==> src/rtl/instr_fetch_queue_pkg.sv <==
// instr_fetch_queue_pkg: shared defaults, fetch-entry type and pointer-width helper
package instr_fetch_queue_pkg;
    localparam int IFQ_DEPTH_DEF = 4;
    localparam int IFQ_AW_DEF = 32;
    localparam int IFQ_DW_DEF = 32;
    typedef struct packed {
        logic [IFQ_AW_DEF-1:0] pc;
        logic [IFQ_DW_DEF-1:0] instr;
    } fetch_entry_t;
    function automatic int clog2(input int n);
        int r = 0;
        while ((1 << r) < n) r++;
        return r;
    endfunction
endpackage

==> src/rtl/instr_fetch_queue_fifo.sv <==
// ifq_fifo: power-of-two {pc,instr} queue with wrapping pointers, occupancy count and clear
module ifq_fifo
    import instr_fetch_queue_pkg::*;
#(
    parameter int DEPTH = IFQ_DEPTH_DEF,
    parameter int W = IFQ_AW_DEF + IFQ_DW_DEF,
    localparam int PW = clog2(DEPTH)
) (
    input  logic          clk,
    input  logic          rst_n,
    input  logic          clear,
    input  logic          push,
    input  logic          pop,
    input  logic [W-1:0]  wdata,
    output logic [W-1:0]  rdata,
    output logic [PW:0]   count
);
    localparam int CW = PW + 1;
    logic [W-1:0] mem [DEPTH];
    logic [PW-1:0] wr_ptr;
    logic [PW-1:0] rd_ptr;
    always_ff @(posedge clk or negedge rst_n) begin
        if (!rst_n) begin
            wr_ptr <= '0;
            rd_ptr <= '0;
            count <= '0;
        end else if (clear) begin
            wr_ptr <= '0;
            rd_ptr <= '0;
            count <= '0;
        end else begin
            if (push) wr_ptr <= wr_ptr + PW'(1);
            if (pop) rd_ptr <= rd_ptr + PW'(1);
            count <= count + CW'(push) - CW'(pop);
        end
    end
    always_ff @(posedge clk) begin
        if (push && !clear) mem[wr_ptr] <= wdata;
    end
    assign rdata = (|count) ? mem[rd_ptr] : '0;
endmodule

==> src/rtl/instr_fetch_queue.sv <==
// instr_fetch_queue: PC-driven fetch stage feeding decode through a {pc,instr} queue with flush and back-pressure
// IFQ_PERF_CNT_EN adds saturating stall/flush counters; without it both counter ports read 0.
module instr_fetch_queue
    import instr_fetch_queue_pkg::*;
#(
    parameter int DEPTH = IFQ_DEPTH_DEF,
    parameter int AW = IFQ_AW_DEF,
    parameter int DW = IFQ_DW_DEF
) (
    input  logic          clk,
    input  logic          rst_n,
    input  logic [AW-1:0] pc_in,
    output logic          pc_hold,
    input  logic          flush,
    output logic          imem_en,
    output logic [AW-1:0] imem_addr,
    input  logic [DW-1:0] imem_rdata,
    output logic          out_valid,
    input  logic          out_ready,
    output logic [DW-1:0] out_instr,
    output logic [AW-1:0] out_pc,
    output logic [31:0]   stall_cnt,
    output logic [31:0]   flush_cnt
);
    localparam int PW = clog2(DEPTH);
    localparam int CW = PW + 2;
    logic [PW:0] count;
    logic inflight_v;
    logic [AW-1:0] inflight_pc;
    logic issue;
    logic push;
    logic pop;
    logic [AW+DW-1:0] head;
    assign out_valid = (|count) && !flush;
    assign pop = out_valid && out_ready;
    assign push = inflight_v && !flush;
    // a pop frees its slot this cycle, so it raises the limit instead of lowering occupancy
    assign issue = !flush && (CW'(count) + CW'(inflight_v) < CW'(DEPTH) + CW'(pop));
    assign imem_en = issue;
    assign imem_addr = pc_in;
    assign pc_hold = !issue;
    assign {out_pc, out_instr} = head;
    always_ff @(posedge clk or negedge rst_n) begin
        if (!rst_n) begin
            inflight_v <= 1'b0;
            inflight_pc <= '0;
        end else begin
            inflight_v <= issue;
            if (issue) inflight_pc <= pc_in;
        end
    end
    ifq_fifo #(.DEPTH(DEPTH), .W(AW + DW)) u_fifo (
        .clk   (clk),
        .rst_n (rst_n),
        .clear (flush),
        .push  (push),
        .pop   (pop),
        .wdata ({inflight_pc, imem_rdata}),
        .rdata (head),
        .count (count)
    );
`ifdef IFQ_PERF_CNT_EN
    always_ff @(posedge clk or negedge rst_n) begin
        if (!rst_n) begin
            stall_cnt <= '0;
            flush_cnt <= '0;
        end else begin
            if (pc_hold && !flush && !(&stall_cnt)) stall_cnt <= stall_cnt + 32'd1;
            if (flush && !(&flush_cnt)) flush_cnt <= flush_cnt + 32'd1;
        end
    end
`else
    assign stall_cnt = '0;
    assign flush_cnt = '0;
`endif
endmodule

==> config.mk <==
export PLATFORM = sky130hd
export DESIGN_NAME = instr_fetch_queue
export DESIGN_NICKNAME = d
export VERILOG_FILES = /design/src/rtl/instr_fetch_queue_pkg.sv /design/src/rtl/instr_fetch_queue_fifo.sv /design/src/rtl/instr_fetch_queue.sv
export SDC_FILE = /design/constraint.sdc
export NUM_CORES = 1
export LEC_CHECK = 0
export CAP_MARGIN = 20
export CORE_MARGIN = 3
export CORE_UTILIZATION = 52
export DETAILED_ROUTE_END_ITERATION = 6
export PLACE_DENSITY = 0.8
export SLEW_MARGIN = 5
export SYNTH_ARGS = -nofsm -noshare
export SYNTH_HDL_FRONTEND = slang
export SYNTH_HIERARCHICAL = 1
export SYNTH_SLANG_ARGS = --single-unit
==> constraint.sdc <==
create_clock -name clk -period 3.3 [get_ports clk]
set_clock_uncertainty 0.1 [all_clocks]
set_input_delay 0.66 -clock clk [delete_from_list [all_inputs] [get_ports clk]]
set_output_delay 0.66 -clock clk [all_outputs]
set_load 0.005 [all_outputs]
==> flow_metrics.tcl, run 1 <==
set metrics [dict create \
    dr.pass1.iters 4 \
    ctsRootBufferMaster "clkbuf_16" \
    switching_power_uw 2430 \
    r2r-start "inflight_v$_DFF_PN0_" \
    drt_iter0_drc 266 \
    htreeDepth 1 \
    numCtsBuffers 28 \
    drv_slew 0 \
    p_leak_uw 0.00520 \
    status "complete, no violations" \
    fp.dieArea_sq_mm 0.0253 \
    layout_common_cells "edfxtp_1 (256), clkdlybuf4s50_1 (157), conb_1 (64), mux4_2 (64), and2_1 (62)" \
    synth_edf_count 256 \
    critPathBufInv 3 \
    clk_path_buf_depth 3 \
    combPwrFrac_pct 22.9 \
    hold_buffers 0 \
    wl_per_cell_um 20.4 \
    cp-end-kind "output pin" \
    clk_latency_ps 530 \
    worstPathRequired_ps 2540 \
    n_antenna_cell 0 \
    design_area_sq_mm 0.0149 \
    via_count 5870 \
    relSlewSlack_pct 54.2 \
    power_density_mw_per_mm2 677 \
    worst_pin_slew_ps 687 \
    ant_nets 0 \
    synth-seq-cells 296 \
    clock.fmax_mhz 310 \
    clkSinkCount 296 \
    dp_hpwl_mm 14.1 \
    globalRouteMet1Util_pct 24.0 \
    grt_pass1_vias 6271 \
    intPower_uw 7690 \
    rows 55 \
    placed_cell_area_sq_mm 0.0139 \
    drive_gt1_share_pct 23.3 \
    hold_violations 0 \
    cp_cell_sequence "buf_4, or3_4, buf_6, and2_1, clkdlybuf4s50_1" \
    ys_seq_area_share_pct 71.4 \
    drv_cap 0 \
    p_sw_share_pct 24.0 \
    coreArea_sq_mm 0.0228 \
    gr-usage-met2_pct 32.1 \
    finalSetupViolCount 0 \
    syn_area_sq_mm 0.0122 \
    fin_crit_sh_pct 97.7 \
    drc_errors 0 \
    synth.distinct_cells 29 \
    numPortBuffers 166 \
    antenna_found_initial 0 \
    fin_cells 1127 \
    start_util_pct 53.2 \
    wl_mm 23.0 \
    yosysWarnings 6 \
    fill_cells 1499 \
    crit_arrival_ps 2460 \
    min_period_ps 3220 \
    rsz0062_at_grt "yes" \
    reg2reg_depth 9 \
    gp_congestion 0.747 \
    synth_ff_type "edfxtp_1" \
    r2r-end "inflight_pc[27]$_DFFE_PN0P_" \
    die_y_um 159 \
    critPathMaxStageDelay_ps 500 \
    worstSetupStartpointType "flop" \
    nets 869 \
    synth_cells 620 \
    overflow 0 \
    cp_slowest_cell "or3_4" \
    crit_family "buffers and inverters" \
    irDropWorstVdd_mv 0.530 \
    cts.clk_slew.worst_paths_ps 60 \
    dp.cells 1066 \
    reg2reg_slack_ps 510 \
    io_pins 231 \
    viasPerCell 5.21 \
    seqPwrFrac_pct 45.9 \
    grt_use_met3_pct 3.77 \
    grt_max_degree 37 \
    track_usage_pct 18.3 \
    hp-class "input port to asynchronous set/reset pin" \
    die_width_um 159 \
    grt.busiest_layer "met2" \
    async_flop_share_pct 13.5 \
    syn_avg_cell_area_sq_um 19.6 \
    cts_tree "yes" \
    area_growth_pct 22.9 \
    grt_first_pass_wirelength_mm 36.1 \
    pwr-share-clk_pct 31.2 \
    crit_type "flop to output pin" \
    crit_path_max_fanout 18 \
    final_common_cell "edfxtp_1" \
]
per-layer routing:
metal | share of wire, % | up-vias
li1 | - | 2567
met1 | 41 | 3039
met2 | 52 | 240
met3 | 6.4 | 24
met4 | 1.2 | 0
met5 | 0 | -
flip-flops by register name (all words and copies together), names as in the netlist:
name	flops
inflight_v	1
u_fifo/mem	256
inflight_pc	32
u_fifo/rd_ptr	2
u_fifo/count	3
u_fifo/wr_ptr	2
through the flow:
step | total power [uW] | utilization, % | hold slack [ps] | worst slack [ps] | setup TNS, ps
2_1_floorplan | 5830 | - | 264 | 113 | 0
3_3_place_gp | 6880 | 60.8 | 381 | -92.2 | -178
3_5_place_dp | 6960 | 60.8 | 399 | -109 | -194
4_1_cts | 10200 | 65.1 | 72.6 | 0.127 | 0
5_1_grt | 10600 | 65.4 | 89.1 | -15.9 | -58.0
6_report | 10100 | 65.4 | 67.9 | 77.0 | 0
worst max-delay path by stage:
stage / start / endpoint / slack (ps) / cells past startpoint
after floorplan: flush / u_fifo/mem[0][0]$_DFFE_PP_ / 110 / 3
after global placement: out_ready / pc_hold / -90 / 7
after detailed placement: out_ready / imem_en / -110 / 6
after CTS: u_fifo/rd_ptr[0]$_DFFE_PN0P_ / out_pc[17] / 0.1 / 4
after global routing: u_fifo/rd_ptr[0]$_DFFE_PN0P_ / out_pc[28] / -20 / 4
final: u_fifo/count[0]$_DFF_PN0_ / out_pc[9] / 80 / 5
cell usage after synthesis (2+ instances only):
cell type	number	area, sq um
and2_1	68	425
buf_12	3	60.1
buf_2	5	25.0
buf_4	99	743
buf_6	4	45.0
clkbuf_1	9	33.8
dfrtp_1	40	1000
edfxtp_1	256	7690
ha_1	8	100
inv_1	7	26.3
mux2_2	31	349
mux4_2	64	1440
nor2_1	6	22.5
nor2b_1	3	18.8
nor3_1	2	10.0
xnor2_1	2	17.5
cells by family after synthesis:
logic type,count (synthesis),synth area share (%)
xor+xnor,4,0.401
simple gates,81,4.03
mux,97,14.9
other cells,1,0.0308
flops,296,71.4
fa+ha+maj,9,0.987
buf+inv,128,7.80
compound gates,4,0.432
power by group through the flow:
| stage | sequential [uW] | clock [uW] | combinational, uW |
|---|---|---|---|
| after floorplan | 4630 | 0 | 1200 |
| after global placement | 4690 | 0 | 2190 |
| after detailed placement | 4740 | 0 | 2220 |
| after CTS | 4640 | 3230 | 2310 |
| after global routing | 4690 | 3390 | 2500 |
| final | 4650 | 3160 | 2320 |
area by class of cell:
cell class              instances  area [sq um]  share of cell area (%)
flip-flops and latches        296          8700                    58.2
multi-input cells             259          2810                    18.8
repair buffers                200          2100                    14.1
clock buffers                  32           747                    5.00
well taps                     313           392                    2.62
clock inverters                20           175                    1.17
inverters                       7          26.3                   0.176
worst reg2reg max path, stage by stage (launching register included):
cell      delay (ps)
dfrtp_1          420
ha_4             190
ha_4             200
o41a_1           430
a311oi_4         280
buf_6            140
buf_4            120
buf_4            110
buf_4            290
mux2_2           390
what timing repair did:
item                                    in CTS  in global routing
pin swaps                                    2                  4
gates resized for setup                      7                 18
endpoints found under the setup margin      65                 45
buffers inserted                             8                  1
gates cloned                                 0                  0
Note: power is estimated with default switching activity, not from simulation.
==> run 2, diff against run 1 <==
--- a/config.mk
+++ b/config.mk
@@ -10,6 +10,7 @@
 export CORE_UTILIZATION = 52
 export DETAILED_ROUTE_END_ITERATION = 6
 export PLACE_DENSITY = 0.8
+export SKIP_CTS_REPAIR_TIMING = 1
 export SLEW_MARGIN = 5
 export SYNTH_ARGS = -nofsm -noshare
 export SYNTH_HDL_FRONTEND = slang
==> flow_metrics.tcl, run 2 (synthesis results as in run 1) <==
set metrics [dict create \
    cts_tree "yes" \
    clk_path_buf_depth 3 \
    worstPathRequired_ps 2540 \
    rows 55 \
    largest_reg_flops 256 \
    power_uw 10200 \
    layout_common_cells "edfxtp_1 (256), clkdlybuf4s50_1 (162), conb_1 (64), mux4_2 (64), and2_1 (64)" \
    design_area_sq_mm 0.0150 \
    dp.cells 1066 \
    power_density_mw_per_mm2 677 \
    hold_ws_ps 79.8 \
    fin_crit_sh_pct 97.8 \
    nets 874 \
    overflow 0 \
    via_count 5939 \
    final_common_cell "edfxtp_1" \
    dr.pass1.iters 4 \
    finalSetupViolCount 0 \
    n_antenna_cell 0 \
    globalRouteMet1Util_pct 23.8 \
    cts.clk_slew.worst_paths_ps 60 \
    hp-class "input port to asynchronous set/reset pin" \
    drive_gt1_share_pct 23.3 \
    die_width_um 159 \
    numCtsBuffers 28 \
    fp.dieArea_sq_mm 0.0253 \
    numPortBuffers 166 \
    hold_violations 0 \
    wl_mm 23.4 \
    coreArea_sq_mm 0.0228 \
    grt_use_met3_pct 3.67 \
    track_usage_pct 18.0 \
    drt_iter0_drc 375 \
    drv_slew 0 \
    crit_type "flop to output pin" \
    clock.fmax_mhz 310 \
    drc_errors 0 \
    clkSinkCount 296 \
    reg_top3 "u_fifo/mem (256), inflight_pc (32), u_fifo/count (3)" \
    min_period_ps 3230 \
    drv_cap 0 \
    placed_cell_area_sq_mm 0.0139 \
    area_growth_pct 23.3 \
    dp_hpwl_mm 14.1 \
    antenna_found_initial 0 \
    utilization_pct 65.6 \
    p_leak_uw 0.00517 \
    crit_path_max_fanout 3 \
    relSlewSlack_pct 52.8 \
    grt_pass1_vias 6228 \
    viasPerCell 5.25 \
    grt_max_degree 37 \
    worst_pin_slew_ps 709 \
    crit_arrival_ps 2470 \
    worstSetupStartpointType "flop" \
    irDropWorstVdd_mv 0.532 \
    htreeDepth 1 \
    wl_per_cell_um 20.7 \
    gr-usage-met2_pct 31.4 \
    grt_first_pass_wirelength_mm 35.7 \
    gp_congestion 0.747 \
    fin_cells 1132 \
    cp-end-kind "output pin" \
    start_util_pct 53.2 \
    status "complete, no violations" \
    clk_latency_ps 520 \
    io_pins 231 \
    die_y_um 159 \
    grt.busiest_layer "met2" \
    largest-register "u_fifo/mem" \
    ant_nets 0 \
    ctsRootBufferMaster "clkbuf_16" \
]
==> run 2: power breakdown <==
part / internal (uW) / switching [uW]
Combinational: 1430 / 936
Sequential: 4430 / 207
Clock: 1850 / 1300
==> run 2: final cells by class <==
cell class | instances | area [sq um]
flip-flops and latches | 296 | 8700
fillers | 1494 | 7850
multi-input cells | 259 | 2790
repair buffers | 205 | 2170
clock buffers | 32 | 747
well taps | 313 | 392
clock inverters | 20 | 175
inverters | 7 | 26.3
==> run 2: routing by layer <==
layer	wire [um]	up-vias
li1	-	2576
met1	9470	3065
met2	12000	266
met3	1580	32
met4	333	0
met5	0	-
==> run 2: stage by stage <==
stage          setup TNS, ps  setup slack [ps]
2_1_floorplan              0               113
3_3_place_gp            -178             -92.2
3_5_place_dp            -194              -109
4_1_cts               -10430              -447
5_1_grt                -63.4             -17.4
6_report                   0              73.1
==> run 2: worst paths after layout <==
kind / from / to / slack (ps) / cells past startpoint
worst min-delay path: rst_n / inflight_pc[15]$_DFFE_PN0P_ / 80 / 1
worst min register to register: inflight_pc[27]$_DFFE_PN0P_ / u_fifo/mem[0][59]$_DFFE_PP_ / 420 / 0
worst max register to register: u_fifo/count[0]$_DFF_PN0_ / inflight_pc[3]$_DFFE_PN0P_ / 590 / 9
min in group clk: inflight_pc[27]$_DFFE_PN0P_ / u_fifo/mem[0][59]$_DFFE_PP_ / 420 / 0
worst max-delay path: u_fifo/count[0]$_DFF_PN0_ / imem_en / 70 / 7
max in group asynchronous: rst_n / inflight_pc[30]$_DFFE_PN0P_ / 2310 / 2
==> run 2: critical path, cell delays in order (launching register included) <==
cell and delay (ps):
dfrtp_1 440, ha_4 200, ha_1 270, o41a_1 410, a311oi_4 230, buf_6 150, buf_4 120, clkbuf_2 120
==> run 3, diff against run 2 <==
--- a/config.mk
+++ b/config.mk
@@ -7,10 +7,12 @@
 export LEC_CHECK = 0
 export CAP_MARGIN = 20
 export CORE_MARGIN = 3
-export CORE_UTILIZATION = 52
+export CORE_UTILIZATION = 45
 export DETAILED_ROUTE_END_ITERATION = 6
-export PLACE_DENSITY = 0.8
+export GPL_TIMING_DRIVEN = 0
+export PLACE_DENSITY = 0.71
 export SKIP_CTS_REPAIR_TIMING = 1
+export SKIP_LAST_GASP = 1
 export SLEW_MARGIN = 5
 export SYNTH_ARGS = -nofsm -noshare
 export SYNTH_HDL_FRONTEND = slang
==> flow_metrics.tcl, run 3 (synthesis results as in run 1) <==
set metrics [dict create \
    largest_reg_flops 256 \
    ctsRootBufferMaster "clkbuf_16" \
    intPower_uw 7830 \
    crit_path_max_fanout 8 \
    dr.pass1.iters 7 \
    viasPerCell 4.79 \
    crit_start "u_fifo/count[0]$_DFF_PN0_" \
    relSlewSlack_pct 64.1 \
    setup_ws_ps 58.6 \
    critical_path_cell_count 7 \
    hp-class "flop to flop" \
    coreArea_sq_mm 0.0263 \
    io_pins 231 \
    clk_path_buf_depth 3 \
    irDropWorstVdd_mv 0.451 \
    ant_nets 0 \
    start_util_pct 46.3 \
    endpoint "pc_hold" \
    finalSetupViolCount 0 \
    reg_top3 "u_fifo/mem (256), inflight_pc (32), u_fifo/count (3)" \
    power_density_mw_per_mm2 651 \
    crit_type "flop to output pin" \
    worstHoldStart "inflight_pc[21]$_DFFE_PN0P_" \
    switching_power_uw 2440 \
    clk_latency_ps 530 \
    antenna_found_initial 0 \
    layout_common_cells "edfxtp_1 (256), clkdlybuf4s50_1 (156), buf_4 (122)" \
    wl_per_cell_um 18.4 \
    htreeDepth 1 \
    rows 59 \
    die_width_um 170 \
    fp.dieArea_sq_mm 0.0290 \
    grt_max_degree 51 \
    path_common_cell "ha_4" \
    numPortBuffers 166 \
    cts_tree "yes" \
    drc_errors 0 \
    crit_family "compound AO/OA/AOI/OAI gates" \
    drt_iter0_drc 227 \
    pwr-share-clk_pct 31.1 \
    worstPathRequired_ps 2540 \
    cp-end-kind "output pin" \
    drv_cap 0 \
    min_period_ps 3240 \
    worstSetupStartpointType "flop" \
    drv_slew 0 \
    seqPwrFrac_pct 45.0 \
    reg2reg_slack_ps 770 \
    track_usage_pct 15.8 \
    fin_crit_sh_pct 98.2 \
    critPathMaxStageDelay_ps 430 \
    clkSinkCount 296 \
    placed_cell_area_sq_mm 0.0146 \
    gp_congestion 0.675 \
    crit_arrival_ps 2480 \
    cp_slowest_cell "dfrtp_1" \
    wl_mm 23.2 \
    r2r-end "u_fifo/count[2]$_DFF_PN0_" \
    largest-register "u_fifo/mem" \
    fill_cells 1997 \
    cts.clk_slew.worst_paths_ps 60 \
    final_common_cell "edfxtp_1" \
    overflow 0 \
    dp_hpwl_mm 14.7 \
    cp_cell_sequence "ha_4, ha_4, o41a_1, a311oi_4, buf_6, inv_1, dlymetal6s2s_1" \
    r2r-start "u_fifo/count[1]$_DFF_PN0_" \
    combPwrFrac_pct 23.8 \
    reg2reg_depth 9 \
    critPathBufInv 3 \
    utilization_pct 60.0 \
    clock.fmax_mhz 309 \
    status "complete, no violations" \
    pre_cts_ws_ps -420 \
    nets 981 \
    numCtsBuffers 29 \
    grt_pass1_vias 6332 \
    hold_violations 0 \
    p_leak_uw 0.00580 \
    p_sw_share_pct 23.7 \
    hold_path_depth 0 \
    design_area_sq_mm 0.0158 \
    n_antenna_cell 0 \
    worst_pin_slew_ps 538 \
    die_y_um 170 \
    area_growth_pct 29.6 \
    rsz0062_at_grt "yes" \
    via_count 6041 \
    drive_gt1_share_pct 31.1 \
    grt_first_pass_wirelength_mm 35.3 \
]
-- run 3: cell types whose count changed in the layout (fill, tap and decap cells not counted), sizes merged --
| cell | delta |
|---|---|
| dlymetal6s2s | +7 |
| clkinv | -2 |
| clkdlybuf4s50 | -6 |
| buf | +100 |
| dlygate4sd3 | +1 |
| clkinvlp | -1 |
| clkbuf | +8 |
-- run 3: final cells by class --
type / count / area [sq um] / area share (%)
repair buffers: 191 / 1950 / 12.4
plain buffers: 120 / 947 / 6.01
flip-flops and latches: 296 / 8690 / 55.1
clock inverters: 17 / 149 / 0.944
inverters: 7 / 26.3 / 0.167
multi-input cells: 259 / 2800 / 17.8
well taps: 335 / 419 / 2.66
clock buffers: 36 / 782 / 4.96
-- run 3: power by group through the flow --
stage / sequential [uW] / clock, uW / combinational [uW]
after global routing: 4660 / 3450 / 2690
after global placement: 4680 / 0 / 2370
after detailed placement: 4700 / 0 / 2390
final: 4620 / 3200 / 2450
after CTS: 4620 / 3290 / 2410
after floorplan: 4630 / 0 / 1200
-- run 3: through the flow --
step	cells	setup TNS [ps]	total power, uW	hold WS, ps
2_1_floorplan	683	0	5830	264
3_3_place_gp	1184	-518750	7060	389
3_5_place_dp	1189	-7280	7090	402
5_1_grt	1261	-296	10800	433
6_report	1261	0	10300	410
4_1_cts	1242	-28420	10300	-102
-- run 3: worst register-to-register path: stages (launching register included) --
cell and delay, ps:
dfrtp_1 560, nor3_1 150, nor3_1 430, ha_1 330, inv_1 60, ha_1 130, inv_1 50, fa_1 370
xnor3_1 200, nor2_1 40
-- run 3: worst min path at each step --
| stage | end | slack (ps) |
|---|---|---|
| 2_1_floorplan | inflight_pc[0]$_DFFE_PN0P_ | 260 |
| 3_3_place_gp | u_fifo/mem[3][49]$_DFFE_PP_ | 390 |
| 3_5_place_dp | u_fifo/mem[1][57]$_DFFE_PP_ | 400 |
| 4_1_cts | inflight_pc[18]$_DFFE_PN0P_ | -100 |
| 5_1_grt | u_fifo/mem[0][53]$_DFFE_PP_ | 430 |
| 6_report | u_fifo/mem[3][53]$_DFFE_PP_ | 410 |
-- run 3: metal layers --
layer  vias to the layer above  track usage (%)  part of all wire, %
met5                         -                0                    0
met4                         0             3.00                  1.3
met3                        30             3.74                  7.8
met2                       214             27.2                   49
met1                      3012             20.9                   42
li1                       2785                -                    -
